===== src/rtl/wb_unit_if.sv =====
// Writeback-stage bus: mem_wb entry handshake, RAM response, and regfile write port.
// in_valid_i/in_ready_o: an entry transfers on a cycle where both are high; in_ready_o never depends on in_valid_i.
interface wb_unit_if #(
  parameter int XLEN   = 32,
  parameter int REG_AW = 5,
  parameter int OFF_W  = $clog2(XLEN/8)
);
  logic              in_valid_i;
  logic              in_ready_o;
  logic [REG_AW-1:0] rd_addr_i;
  logic [XLEN-1:0]   rd_data_i;
  logic              rd_wen_i;
  logic              mem_re_i;
  logic [1:0]        mem_size_i;
  logic              mem_unsigned_i;
  logic [OFF_W-1:0]  mem_off_i;
  logic              ram_rsp_valid_i;
  logic [XLEN-1:0]   ram_rdata_i;
  logic              rd_wen_o;
  logic [REG_AW-1:0] rd_addr_o;
  logic [XLEN-1:0]   rd_data_o;
  logic [XLEN-1:0]   retired_o;
  logic              timeout_o;
  logic              state_dbg;

  modport master (
    output in_valid_i, rd_addr_i, rd_data_i, rd_wen_i, mem_re_i, mem_size_i,
           mem_unsigned_i, mem_off_i, ram_rsp_valid_i, ram_rdata_i,
    input  in_ready_o, rd_wen_o, rd_addr_o, rd_data_o, retired_o, timeout_o, state_dbg
  );

  modport slave (
    input  in_valid_i, rd_addr_i, rd_data_i, rd_wen_i, mem_re_i, mem_size_i,
           mem_unsigned_i, mem_off_i, ram_rsp_valid_i, ram_rdata_i,
    output in_ready_o, rd_wen_o, rd_addr_o, rd_data_o, retired_o, timeout_o, state_dbg
  );
endinterface


===== src/rtl/wb_unit.sv =====
// Writeback stage: merges ALU results and load responses, formats load data, counts retirements.
// Optional load watchdog enabled by defining WB_TIMEOUT_EN.
module wb_unit #(
  parameter int XLEN           = 32,
  parameter int REG_AW         = 5,
  parameter int OFF_W          = $clog2(XLEN/8),
  parameter int TIMEOUT_CYCLES = 256
) (
  input logic       clk,
  input logic       rst,
  wb_unit_if.slave  bus
);

  typedef enum logic [0:0] {IDLE = 1'b0, WAIT_RSP = 1'b1} state_t;

  state_t            state, state_nxt;
  logic              in_wait, accept, alu_commit, load_commit, tmo_fire, commit;
  logic [REG_AW-1:0] cap_addr, sel_addr;
  logic              cap_wen, sel_wen, cap_uns, sel_uns;
  logic [1:0]        cap_size, sel_size;
  logic [OFF_W-1:0]  cap_off, sel_off, h_idx, w_idx;
  logic [XLEN-1:0]   sh_b, sh_h, sh_w, mask, fmt, wr_data;
  logic              sign_bit;
  logic              wen_q;
  logic [REG_AW-1:0] addr_q;
  logic [XLEN-1:0]   data_q, retired_q;

  assign in_wait = (state == WAIT_RSP);
  assign accept  = bus.in_valid_i && bus.in_ready_o;

  always_ff @(posedge clk or posedge rst) begin
    if (rst) state <= IDLE;
    else     state <= state_nxt;
  end

  always_comb begin
    state_nxt = state;
    case (state)
      IDLE:     if (accept && bus.mem_re_i && !bus.ram_rsp_valid_i) state_nxt = WAIT_RSP;
      WAIT_RSP: if (bus.ram_rsp_valid_i || tmo_fire) state_nxt = IDLE;
      default:  state_nxt = IDLE;
    endcase
  end

  always_comb begin
    bus.in_ready_o = (state == IDLE);
    bus.state_dbg  = state;
  end

  always_ff @(posedge clk or posedge rst) begin
    if (rst) begin
      cap_addr <= '0;
      cap_wen  <= 1'b0;
      cap_uns  <= 1'b0;
      cap_size <= 2'd0;
      cap_off  <= '0;
    end else if (accept && bus.mem_re_i) begin
      cap_addr <= bus.rd_addr_i;
      cap_wen  <= bus.rd_wen_i;
      cap_uns  <= bus.mem_unsigned_i;
      cap_size <= bus.mem_size_i;
      cap_off  <= bus.mem_off_i;
    end
  end

  // A zero-wait load formats from the live inputs; a stalled one from the captured fields.
  assign sel_addr = in_wait ? cap_addr : bus.rd_addr_i;
  assign sel_wen  = in_wait ? cap_wen  : bus.rd_wen_i;
  assign sel_uns  = in_wait ? cap_uns  : bus.mem_unsigned_i;
  assign sel_size = in_wait ? cap_size : bus.mem_size_i;
  assign sel_off  = in_wait ? cap_off  : bus.mem_off_i;

  assign h_idx = sel_off >> 1;
  assign w_idx = sel_off >> 2;
  assign sh_b  = bus.ram_rdata_i >> {sel_off, 3'b000};
  assign sh_h  = bus.ram_rdata_i >> {h_idx, 4'b0000};
  assign sh_w  = bus.ram_rdata_i >> {w_idx, 5'b00000};

  // On XLEN=32 the word mask is all ones, so W and D keep the raw word unextended.
  always_comb begin
    fmt      = '0;
    mask     = '1;
    sign_bit = 1'b0;
    case (sel_size)
      2'd0: begin fmt = sh_b; mask = XLEN'(8'hFF);         sign_bit = sh_b[7];  end
      2'd1: begin fmt = sh_h; mask = XLEN'(16'hFFFF);      sign_bit = sh_h[15]; end
      2'd2: begin fmt = sh_w; mask = XLEN'(32'hFFFF_FFFF); sign_bit = sh_w[31]; end
      default: begin
        if (XLEN == 32) begin
          fmt = sh_w; mask = XLEN'(32'hFFFF_FFFF); sign_bit = sh_w[31];
        end else begin
          fmt = bus.ram_rdata_i; mask = '1; sign_bit = 1'b0;
        end
      end
    endcase
    fmt = fmt & mask;
    if (!sel_uns && sign_bit) fmt = fmt | ~mask;
  end

  assign alu_commit  = accept && !bus.mem_re_i;
  assign load_commit = bus.ram_rsp_valid_i && (in_wait || (accept && bus.mem_re_i));
  assign commit      = alu_commit || load_commit || tmo_fire;
  assign wr_data     = alu_commit ? bus.rd_data_i : (tmo_fire ? '0 : fmt);

  always_ff @(posedge clk or posedge rst) begin
    if (rst) begin
      wen_q     <= 1'b0;
      addr_q    <= '0;
      data_q    <= '0;
      retired_q <= '0;
    end else begin
      wen_q <= 1'b0;
      if (commit) begin
        wen_q     <= (alu_commit ? bus.rd_wen_i : sel_wen) && (sel_addr != '0);
        addr_q    <= sel_addr;
        data_q    <= wr_data;
        retired_q <= retired_q + XLEN'(1);
      end
    end
  end

  assign bus.rd_wen_o  = wen_q;
  assign bus.rd_addr_o = addr_q;
  assign bus.rd_data_o = data_q;
  assign bus.retired_o = retired_q;

`ifdef WB_TIMEOUT_EN
  localparam int CNT_W = $clog2(TIMEOUT_CYCLES + 1);
  logic [CNT_W-1:0] cnt;
  logic             timeout_q;

  // A response on the limit cycle wins, so the watchdog only fires without one.
  assign tmo_fire = in_wait && !bus.ram_rsp_valid_i && (cnt == CNT_W'(TIMEOUT_CYCLES - 1));

  always_ff @(posedge clk or posedge rst) begin
    if (rst) begin
      cnt       <= '0;
      timeout_q <= 1'b0;
    end else begin
      if (!in_wait)                            cnt <= '0;
      else if (!bus.ram_rsp_valid_i)           cnt <= cnt + 1'b1;
      if (tmo_fire)                            timeout_q <= 1'b1;
    end
  end

  assign bus.timeout_o = timeout_q;
`else
  assign tmo_fire = 1'b0;
  // Constant 0 for any legal limit; the watchdog is compiled out.
  assign bus.timeout_o = (TIMEOUT_CYCLES < 1);
`endif

endmodule


===== src/flat_wrapper.sv =====
// flat-port wrapper written by rule: the top's interface ports become plain ports
module wb_unit_flat 
#(
  parameter int XLEN           = 32,
  parameter int REG_AW         = 5,
  parameter int OFF_W          = $clog2(XLEN/8),
  parameter int TIMEOUT_CYCLES = 256
)
  (clk, rst, bus_in_valid_i, bus_rd_addr_i, bus_rd_data_i, bus_rd_wen_i, bus_mem_re_i, bus_mem_size_i, bus_mem_unsigned_i, bus_mem_off_i, bus_ram_rsp_valid_i, bus_ram_rdata_i, bus_in_ready_o, bus_rd_wen_o, bus_rd_addr_o, bus_rd_data_o, bus_retired_o, bus_timeout_o, bus_state_dbg);
  wb_unit_if #(.XLEN(XLEN), .REG_AW(REG_AW), .OFF_W(OFF_W)) bus_i ();
  input logic clk;
  input logic rst;
  input wire logic [$bits(bus_i.in_valid_i)-1:0] bus_in_valid_i;
  input wire logic [$bits(bus_i.rd_addr_i)-1:0] bus_rd_addr_i;
  input wire logic [$bits(bus_i.rd_data_i)-1:0] bus_rd_data_i;
  input wire logic [$bits(bus_i.rd_wen_i)-1:0] bus_rd_wen_i;
  input wire logic [$bits(bus_i.mem_re_i)-1:0] bus_mem_re_i;
  input wire logic [$bits(bus_i.mem_size_i)-1:0] bus_mem_size_i;
  input wire logic [$bits(bus_i.mem_unsigned_i)-1:0] bus_mem_unsigned_i;
  input wire logic [$bits(bus_i.mem_off_i)-1:0] bus_mem_off_i;
  input wire logic [$bits(bus_i.ram_rsp_valid_i)-1:0] bus_ram_rsp_valid_i;
  input wire logic [$bits(bus_i.ram_rdata_i)-1:0] bus_ram_rdata_i;
  output wire logic [$bits(bus_i.in_ready_o)-1:0] bus_in_ready_o;
  output wire logic [$bits(bus_i.rd_wen_o)-1:0] bus_rd_wen_o;
  output wire logic [$bits(bus_i.rd_addr_o)-1:0] bus_rd_addr_o;
  output wire logic [$bits(bus_i.rd_data_o)-1:0] bus_rd_data_o;
  output wire logic [$bits(bus_i.retired_o)-1:0] bus_retired_o;
  output wire logic [$bits(bus_i.timeout_o)-1:0] bus_timeout_o;
  output wire logic [$bits(bus_i.state_dbg)-1:0] bus_state_dbg;
  assign bus_i.in_valid_i = bus_in_valid_i;
  assign bus_i.rd_addr_i = bus_rd_addr_i;
  assign bus_i.rd_data_i = bus_rd_data_i;
  assign bus_i.rd_wen_i = bus_rd_wen_i;
  assign bus_i.mem_re_i = bus_mem_re_i;
  assign bus_i.mem_size_i = bus_mem_size_i;
  assign bus_i.mem_unsigned_i = bus_mem_unsigned_i;
  assign bus_i.mem_off_i = bus_mem_off_i;
  assign bus_i.ram_rsp_valid_i = bus_ram_rsp_valid_i;
  assign bus_i.ram_rdata_i = bus_ram_rdata_i;
  assign bus_in_ready_o = bus_i.in_ready_o;
  assign bus_rd_wen_o = bus_i.rd_wen_o;
  assign bus_rd_addr_o = bus_i.rd_addr_o;
  assign bus_rd_data_o = bus_i.rd_data_o;
  assign bus_retired_o = bus_i.retired_o;
  assign bus_timeout_o = bus_i.timeout_o;
  assign bus_state_dbg = bus_i.state_dbg;
  wb_unit #(.XLEN(XLEN), .REG_AW(REG_AW), .OFF_W(OFF_W), .TIMEOUT_CYCLES(TIMEOUT_CYCLES)) u_core (.clk(clk), .rst(rst), .bus(bus_i));
endmodule

===== config.mk =====
export PLATFORM = sky130hd
export DESIGN_NAME = wb_unit_flat
export DESIGN_NICKNAME = d
export VERILOG_FILES = /design/src/rtl/wb_unit_if.sv /design/src/rtl/wb_unit.sv /design/src/flat_wrapper.sv
export SDC_FILE = /design/constraint.sdc
export NUM_CORES = 1
export LEC_CHECK = 0
export BUFFER_PORTS_ARGS = -buffer_cell sky130_fd_sc_hd__buf_4
export CORE_UTILIZATION = 33
export DETAILED_ROUTE_END_ITERATION = 12
export PLACE_DENSITY = 0.68
export RECOVER_POWER = 100
export SETUP_SLACK_MARGIN = 0.4
export SLEW_MARGIN = 20
export SYNTH_ARGS = -nofsm -noshare
export SYNTH_HDL_FRONTEND = slang
export SYNTH_SLANG_ARGS = --single-unit

===== constraint.sdc =====
create_clock -name clk -period 3.2 [get_ports clk]
set_input_delay 0.32 -clock clk [delete_from_list [all_inputs] [get_ports clk]]
set_output_delay 0.32 -clock clk [all_outputs]
set_load 0.02 [all_outputs]

; ---- After elaboration in Yosys (flattened, before gate mapping)
; Index checks and enable logic that the tools add are counted.
[classes]
reduce_logical = 14
n_shift = 2
mux = 15
add_sub_neg = 1
eq_ne = 1
n_bitwise = 4
[ops]
columns = operator, n
row1 = $pmux W32 S2, 2
row2 = $mux W32, 2
row3 = $shr A32 B5 Y32, 2
row4 = $add A32 B1 Y32 const B, 1
row5 = $and A32 B32 Y32, 1
row6 = $not A32 Y32, 1
row7 = $or A32 B32 Y32, 1
row8 = $logic_and A1 B1 Y1, 7
row9 = $mux W1, 6
row10 = $mux W5, 1
row11 = $reduce_bool A5 Y1, 1
row12 = $mux W2, 2
row13 = $pmux W1 S2, 2
row14 = $logic_not A1 Y1, 3
row15 = $eq A2 B1 Y1 const B, 1
row16 = $logic_not A2 Y1, 1
row17 = $logic_or A1 B1 Y1, 2
row18 = $not A1 Y1, 1
[word_totals]
register_bits = 82
in_bits = 80
out_inout_bits = 73

; ---- Longest topological paths before layout
; Gate-level depths: netlist (run 1).
[depth]
ltp_word = 7
ltp_mapped = 8

; ---- Worst setup path before layout (run 1)
; OpenSTA, ideal clock, no wires.
[synth_path]
kind = register to register
startpoint = reg u_core.state, in the netlist u_core.bus.state_dbg
endpoint = reg u_core.retired_q[26], in the netlist u_core.bus.retired_o[26]
setup_ps = 129
t_arrival_ps = 1976
path_stages_with_launch = 8
required_ps = 3071
setup_slack_ps = 1095
cell_sequence = dfrtp_1 -> buf_6 -> o21ba_4 -> or4b_1 -> buf_4 -> nor3_4 -> nand4_1 -> xnor2_1
[synth_via]
elab_chain_cells = 6
[synth_rtl]
columns = item, line_no
row1 = from (decl), wb_unit.sv:16  ; state_t state, state_nxt;
row2 = from (signal assigned), wb_unit.sv:33  ; else state <= state_nxt;
row3 = $not A1 Y1, wb_unit.sv:46  ; bus.in_ready_o = (state == IDLE);
row4 = $logic_and A1 B1 Y1, wb_unit.sv:29  ; assign accept = bus.in_valid_i && bus.in_ready_o;
row5 = $logic_and A1 B1 Y1, wb_unit.sv:101  ; assign load_commit = bus.ram_rsp_valid_i && (in_wait || (accept && bus.mem_re_i));
row6 = $logic_or A1 B1 Y1, wb_unit.sv:101
row7 = $logic_and A1 B1 Y1, wb_unit.sv:101
row8 = $logic_or A1 B1 Y1 (*), wb_unit.sv:102  ; assign commit = alu_commit || load_commit || tmo_fire;
row9 = to (signal assigned), wb_unit.sv:117  ; retired_q <= retired_q + XLEN'(1);
row10 = to (decl), wb_unit.sv:26  ; logic [XLEN-1:0] data_q, retired_q;
; Every way passes the cells marked *; elsewhere a longest branch is shown, timed or not.
; A chain may end at the register's enable or synchronous reset.

; ---- Worst setup path after layout (run 1)
[layout_path]
startpoint = reg u_core.state, in the netlist u_core.bus.state_dbg
endpoint = reg u_core.data_q[22], in the netlist u_core.bus.rd_data_o[22]
[layout_via]
elab_chain_cells = 7
[layout_rtl]
columns = item, line_no
row1 = "$mux W2, on equally long branches", "wb_unit.sv:71, wb_unit.sv:70"
row2 = $shr A32 B5 Y32 (tied with other cells), wb_unit.sv:76  ; assign sh_h = bus.ram_rdata_i >> {h_idx, 4'b0000};
row3 = $pmux W32 S2, wb_unit.sv:84  ; case (sel_size)
row4 = $and A32 B32 Y32 / $not A32 Y32 (equally long branches), "wb_unit.sv:96, wb_unit.sv:97"
row5 = $or A32 B32 Y32, wb_unit.sv:97  ; if (!sel_uns && sign_bit) fmt = fmt | ~mask;
row6 = $mux W32, wb_unit.sv:97
row7 = $mux W32, wb_unit.sv:103  ; assign wr_data = alu_commit ? bus.rd_data_i : (tmo_fire ? '0 : fmt);
row8 = to (signal assigned), wb_unit.sv:116  ; data_q <= wr_data;
row9 = to (decl), wb_unit.sv:26
; Several ways; a longest one is shown, not always the timed one.

==> metrics.md, run 1 <==
| Metric | Value |
|---|---|
| Failing checks | `capacitance limit, slew limit` |
| Status | `finished with violations` |
| Number of synthesized flops with an enable pin | `0` |
| Final Max Tran Viols | `38` |
| Die Y | `roughly 110 um` |
| Tot GR Track Use | `between 10% and 20%` |
| Die X | `approximately 110 um` |
| Clock tree buffer depth | `2` |
| Netlist Area Pre-Place | `approximately 0.0041 mm2` |
| Pre-CTS setup slack | `0.783 ns` |
| Crit start category | `flop` |
| Commonest cells after routing, fill and taps aside | `83 x buf_4, 82 x dfrtp_1, 75 x clkbuf_1` |
| Post-CTS Resized | `0` |
| Max Cap Viol | `1` |
| DR vias/cell | `5.32` |
| Crit path max fanout | `22` |
| Sw Ratio | `roughly a third` |
| CP Capture Type | `flop` |
| Worst path cell trace | `mux2_1 > nand4bb_1 > a21oi_1 > o32ai_4 > a21oi_1` |
| WL met1 | `approximately 5300 um` |
| Routability congestion estimate from global placement | `0.850` |
| #FFs+latches synth | `between 80 and 90` |
| Synth top area cells | `dfrtp_1 50%, mux2_2 5.4%, o22ai_1 4.8%, xor2_1 3.4%, nand2_1 3.4%` |
| Pin count of the biggest net entering global routing | `38` |
| Io pins | `between 150 and 200` |
| Worst endpoint required time | `about 3.4 ns` |
| Synthesized net count | `about 480` |
| Cell Pwr Density | `~590 mW/mm2` |
| Sequential fraction of the synthesis area | `approximately 50%` |
| Area grow syn2layout | `30.7%` |
| Cell variety after synth | `52` |
| Core ar. | `0.0121 mm2` |
| Routed via count | `3848` |
| Worst endpoint data arrival time | `2.88 ns` |
| Met2 WL | `between 6000 and 7000 um` |
| Seq pwr share | `between 40% and 50%` |
| Placed Cells incl. Taps | `708` |
| Worst Path Buf+Inv | `0` |
| Fin. Hold Viols | `0` |
| Worst hold path type | `primary input to flop` |
| Crit-path max cell delay | `around 0.69 ns` |
| Starting Density | `between 30% and 40%` |
| Cell taking the most area after synthesis | `dfrtp_1` |
| Mapped Cells | `402` |
| Clk pwr share | `about a third` |
| Vias in the first global route | `3787` |
| Avg Cell Area, Syn | `slightly above 10 um2` |
| Setup WS post-layout | `~0.51 ns` |
| Rows | `40` |
| H-tree levels | `3` |
| Layout cells sized above 1 | `between 20 and 25%` |
| Setup Buffers After CTS | `0` |
| CTS Hold Bufs | `0` |
| Highest-delay cell along the critical path | `mux2_1` |
| Highest routed layer | `met4` |
| Worst VDD drop | `approximately 0.21 mV` |
| Clock Pin Slew Worst Setup and Hold Paths | `roughly 0.060 ns` |
| Grt total ovfl | `0` |
| WL met3 | `~800 um` |
| Post-route clock period utilization | `between 80% and 90%` |
| Final net count | `between 600 and 700` |
| I/O Buffers | `approximately 150` |
| Internal Power | `approximately 0.0021 W` |
| Max-slew headroom | `-8.01%` |
| # setup viols final | `0` |
| Yosys top cell area share | `between 40 and 50%` |
| Top FF cell, synth | `dfrtp_1` |
| Die area | `around 0.013 mm2` |
| Switching Power | `~0.0011 W` |
| Clock skew | `approximately 0.011 ns` |
| Total CTS buffers | `9` |
| DRC | `0` |
| RSZ-0062 raised after global routing | `false` |
| Clock root buffer | `clkbuf_16` |
| HPWL after DPL | `9600 um` |
| Leakage power | `2.33 nW` |
| Top delay family on crit path | `compound AO/OA/AOI/OAI gates` |
| CP Class | `flop to flop` |
| 1st-iter DRT viols | `between 300 and 400` |
| Max frequency | `about 370 MHz` |
| CTS tree | `built` |
| Leading cell type in the layout, fill and taps excluded | `buf_4` |
| Setup TNS after final layout | `0 ns` |
| Non-filler cells, final | `723` |
| Post-layout util | `roughly 45%` |
| Insertion delay to the later sink of the worst-skew pair | `between 0.3 and 0.4 ns` |
| Pre-Repair DR Iteration Count | `4` |
| Post-route ant nets | `0` |
| Diodes inserted | `0` |
| Initial antenna violation count | `0` |
| Most used cell, CP | `a21oi_1` |
| First-pass GRT wire length | `19600 um` |
| TritonCTS Sinks | `82` |
| Routed WL | `~13000 um` |
| Tightest Pin Transition | `between 1.5 and 2 ns` |
| Comb pwr share | `a little over a quarter` |
| Ys Warns | `0` |
| Minimum clock period | `around 2.7 ns` |
| Drt wl/cell | `approximately 17 um` |
| Async SR Flop Fraction | `100%` |
## through the flow
step	power, W	instance area (um2)	hold WS [ns]
final	0.00318	5420	0.212
after global routing	0.00333	5420	0.210
after CTS	0.00333	5740	0.0715
after detailed placement	0.00232	5450	0.425
after global placement	0.00230	5450	0.420
after floorplan	0.00188	4150	0.386
## cell usage after synthesis, types with 2 or more instances
cell type	count
dfrtp_1	82
nand2_1	37
o22ai_1	32
nor2_1	30
a21oi_1	26
mux2_2	20
xor2_1	16
clkbuf_1	15
o21ai_0	15
xnor2_1	15
nand3_1	14
nor3_1	12
mux2i_1	9
a22oi_1	8
a221oi_1	7
a32oi_1	7
nand4_1	5
buf_4	4
and4_1	3
inv_1	3
a31oi_1	2
and2_1	2
and3_1	2
nand2b_1	2
nor3_4	2
nor3b_1	2
nor4b_1	2
o31ai_1	2
or3_1	2
or4_1	2
## cell type report
class | instances | area (um2)
Clock inverter | 5 | 56.3
Multi-Input combinational cell | 296 | 1940
Tap cell | 168 | 210
Sequential cell | 82 | 2050
Inverter | 3 | 12.5
Clock buffer | 10 | 229
Timing Repair Buffer | 159 | 913
Fill cell | 1233 | 6690
## registers in the layout (all words and copies together) (netlist names)
name and flops:
u_core.bus.rd_data_o 32, u_core.bus.retired_o 32, u_core.bus.rd_addr_o 5, u_core.cap_addr 5
u_core.cap_off 2, u_core.cap_size 2, u_core.bus.rd_wen_o 1, u_core.bus.state_dbg 1
u_core.cap_uns 1, u_core.cap_wen 1
## worst reg2reg max path, stage by stage, from the launching register on
cell	delay, ns
dfrtp_1	0.47
mux2_1	0.69
nand4bb_1	0.47
a21oi_1	0.20
o32ai_4	0.59
a21oi_1	0.14
## final timing paths
kind,slack [ns],endpoint,depth (start not counted),start
max in group asynchronous,1.31,u_core.bus.retired_o[12],3,rst
min in group asynchronous,0.38,u_core.bus.retired_o[7],2,rst
setup / recovery,0.51,u_core.bus.rd_data_o[22],5,u_core.bus.state_dbg
hold / removal,0.21,u_core.bus.state_dbg,2,bus_ram_rsp_valid_i
setup reg to reg,0.51,u_core.bus.rd_data_o[22],5,u_core.bus.state_dbg
hold reg to reg,0.47,u_core.bus.retired_o[31],1,u_core.bus.retired_o[31]
## per-layer routing
metal  track usage, %  up-vias
met5                0        -
met4             7.27        0
met3             3.92       17
met2             33.5      178
met1             23.9     1864
li1                 -     1789
## power groups by stage
stage	Sequential (W)	Clock, W	Combinational, W
6_report	0.00135	0.000999	0.000832
5_1_grt	0.00137	0.00106	0.000901
4_1_cts	0.00135	0.00102	0.000962
3_5_place_dp	0.00136	0	0.000962
3_3_place_gp	0.00136	0	0.000944
2_1_floorplan	0.00151	0	0.000363
## kinds of logic after synthesis
kind of cell,share of synthesized area (%)
compound gates,17.2
fa+ha+maj,0.302
buf+inv,2.72
flops,49.5
other cells,0.0905
mux,7.61
xor+xnor,6.55
simple gates,16.0
Power figures use the tool's default switching activity.
==> run 2: changes to the inputs <==
--- a/config.mk
+++ b/config.mk
@@ -8,7 +8,7 @@
 export BUFFER_PORTS_ARGS = -buffer_cell sky130_fd_sc_hd__buf_4
 export CORE_UTILIZATION = 33
 export DETAILED_ROUTE_END_ITERATION = 12
-export PLACE_DENSITY = 0.68
+export PLACE_DENSITY = 0.7
 export RECOVER_POWER = 100
 export SETUP_SLACK_MARGIN = 0.4
 export SLEW_MARGIN = 20
==> constraint.sdc (replaced) <==
create_clock -name clk -period 2.3 [get_ports clk]
set_input_delay 0.23 -clock clk [delete_from_list [all_inputs] [get_ports clk]]
set_output_delay 0.23 -clock clk [all_outputs]
set_load 0.02 [all_outputs]
==> run 2 against run 1 <==
- the run now ends clean
- setup slack worse by 0.32 ns
- sequential power is 39% higher
- final cell count is 2.5% higher
- count of clock-buffer cells in the layout stayed put
- die area stayed put
- wire length is 6.9% higher
- critical path type unchanged
- critical endpoint is now u_core.bus.rd_data_o[4]
==> metrics.md, run 2 (synthesized netlist as in run 1, its figures left out) <==
| Metric | Value |
|---|---|
| Hold wc startpoint | `bus_ram_rsp_valid_i` |
| Max Cap Viol | `0` |
| Grt total ovfl | `0` |
| Worst endpoint data arrival time | `2.37 ns` |
| Crit start category | `flop` |
| CP Capture Type | `flop` |
| H-tree levels | `3` |
| Vias in the first global route | `3968` |
| Placed Cells incl. Taps | `slightly above 700` |
| DR vias/cell | `about 5.4` |
| Insertion delay to the later sink of the worst-skew pair | `0.34 ns` |
| Routed WL | `~13000 um` |
| Highest-delay cell along the critical path | `dfrtp_2` |
| Io pins | `153` |
| Worst path cell trace | `buf_6 > or3_4 > and2_4 > a22oi_1 > clkbuf_1 > a32oi_1 > o22ai_1` |
| Final net count | `roughly 650` |
| Overall Power | `roughly 0.0046 W` |
| Status | `finished, final reports clean` |
| Clock Pin Slew Worst Setup and Hold Paths | `0.06 ns` |
| Worst Path Buf+Inv | `2` |
| TritonCTS Sinks | `82` |
| Switching Power | `between 0.0015 and 0.002 W` |
| Worst VDD drop | `0.377 mV` |
| Routed via count | `between 3000 and 4000` |
| Worst hold path type | `primary input to flop` |
| Crit. Startpoint | `u_core.bus.state_dbg` |
| Clock tree buffer depth | `2` |
| CP Class | `flop to flop` |
| Crit-path max cell delay | `between 0.4 and 0.5 ns` |
| Die X | `around 110 um` |
| Clock root buffer | `clkbuf_16` |
| Layout cells sized above 1 | `about 30%` |
| Pin count of the biggest net entering global routing | `between 40 and 50` |
| Max frequency | `approximately 470 MHz` |
| Final Max Tran Viols | `0` |
| HPWL after DPL | `10000 um` |
| Starting Density | `around 34%` |
| Tot GR Track Use | `20.6%` |
| Setup TNS after final layout | `0 ns` |
| Worst r2r src | `u_core.bus.state_dbg` |
| Post-route ant nets | `0` |
| Die area | `0.0130 mm2` |
| I/O Buffers | `151` |
| Internal Power | `between 0.003 and 0.004 W` |
| CTS tree | `built` |
| Pre-Repair DR Iteration Count | `5` |
| Initial antenna violation count | `0` |
| Core ar. | `~0.012 mm2` |
| Rows | `40` |
| Clk pwr share | `32.0%` |
| Die Y | `roughly 110 um` |
| Seq pwr share | `approximately two fifths` |
| Max-slew headroom | `24.4%` |
| RSZ-0062 raised after global routing | `true` |
| Crit path max fanout | `10` |
| DRC | `0` |
| Drt wl/cell | `between 15 and 20 um` |
| Worst endpoint required time | `between 2 and 3 ns` |
| Comb pwr share | `approximately 27%` |
| Area grow syn2layout | `37.9%` |
| Tightest Pin Transition | `approximately 1.1 ns` |
| Cell Pwr Density | `803 mW/mm2` |
| Sw Ratio | `around 34%` |
| Diodes inserted | `0` |
| First-pass GRT wire length | `roughly 21000 um` |
| # setup viols final | `0` |
| Commonest cells after routing, fill and taps aside | `92 x buf_4, 79 x dfrtp_1, 76 x clkbuf_1` |
| Non-filler cells, final | `approximately 740` |
| Minimum clock period | `approximately 2.1 ns` |
| Leakage power | `about 2.5 nW` |
| Leading cell type in the layout, fill and taps excluded | `buf_4` |
| Top delay family on crit path | `simple AND/OR/NAND/NOR gates` |
| 1st-iter DRT viols | `317` |
| Routability congestion estimate from global placement | `0.896` |
| Clock skew | `around 0.0074 ns` |
| Fin. Hold Viols | `0` |
| Total CTS buffers | `9` |
| Post-route clock period utilization | `between 90% and 100%` |
==> run 2: changes by cell type in the layout (fill, tap and decap cells not counted), moves of 4 or more <==
cell	previous run	this run
a21oi_1	27	23
nor2_2	0	4
buf_4	83	92
nor2_1	31	26
a21oi_2	0	4
==> run 2: final timing paths <==
| path | end | slack (ns) | cells past startpoint |
|---|---|---|---|
| worst max-delay path | u_core.bus.rd_data_o[4] | 0.19 | 7 |
| worst min-delay path | u_core.bus.state_dbg | 0.10 | 2 |
| worst max register to register | u_core.bus.rd_data_o[4] | 0.19 | 7 |
| worst min register to register | u_core.bus.retired_o[31] | 0.47 | 1 |
| max in group asynchronous | u_core.bus.rd_data_o[28] | 0.48 | 4 |
| min in group asynchronous | u_core.bus.retired_o[13] | 0.67 | 3 |
==> run 2: final cells by class <==
cell class	instances	area (um2)
Clock buffer	10	239
Clock inverter	6	65.1
Timing Repair Buffer	176	1050
Tap cell	168	210
Inverter	3	12.5
Fill cell	1224	6390
Sequential cell	82	2060
Multi-Input combinational cell	296	2090
==> run 2: stage by stage <==
stage	setup slack, ns	hold WS, ns	util, %	instance area (um2)
2_1_floorplan	0.328	0.293	-	4190
3_3_place_gp	0.213	0.319	45.8	5550
3_5_place_dp	0.152	0.339	45.8	5550
4_1_cts	0.323	0.0867	49.8	6030
5_1_grt	0.0991	0.0916	47.2	5720
6_report	0.186	0.104	47.2	5720
==> run 2: metal layers <==
layer | GRT usage [%] | up-vias | wire (um)
met3 | 5.19 | 31 | 838
met1 | 27.1 | 1947 | 5810
met2 | 32.9 | 171 | 6350
met5 | 0 | - | 0
li1 | - | 1827 | -
met4 | 7.10 | 0 | 415
==> run 2: power groups by stage <==
stage	Combinational (W)	Clock (W)	Sequential (W)
4_1_cts	0.00142	0.00149	0.00188
6_report	0.00124	0.00147	0.00188
5_1_grt	0.00134	0.00156	0.00191
3_3_place_gp	0.00133	0	0.00190
3_5_place_dp	0.00135	0	0.00191
2_1_floorplan	0.000514	0	0.00211
==> run 2: what timing repair did <==
item                                    CTS  global route
buffers inserted                          5             3
gates resized for setup                  25            15
pin swaps                                 2            11
hold buffers                              1             0
gates cloned                              1             0
endpoints found under the hold margin    23             0
endpoints found under the setup margin   42            50
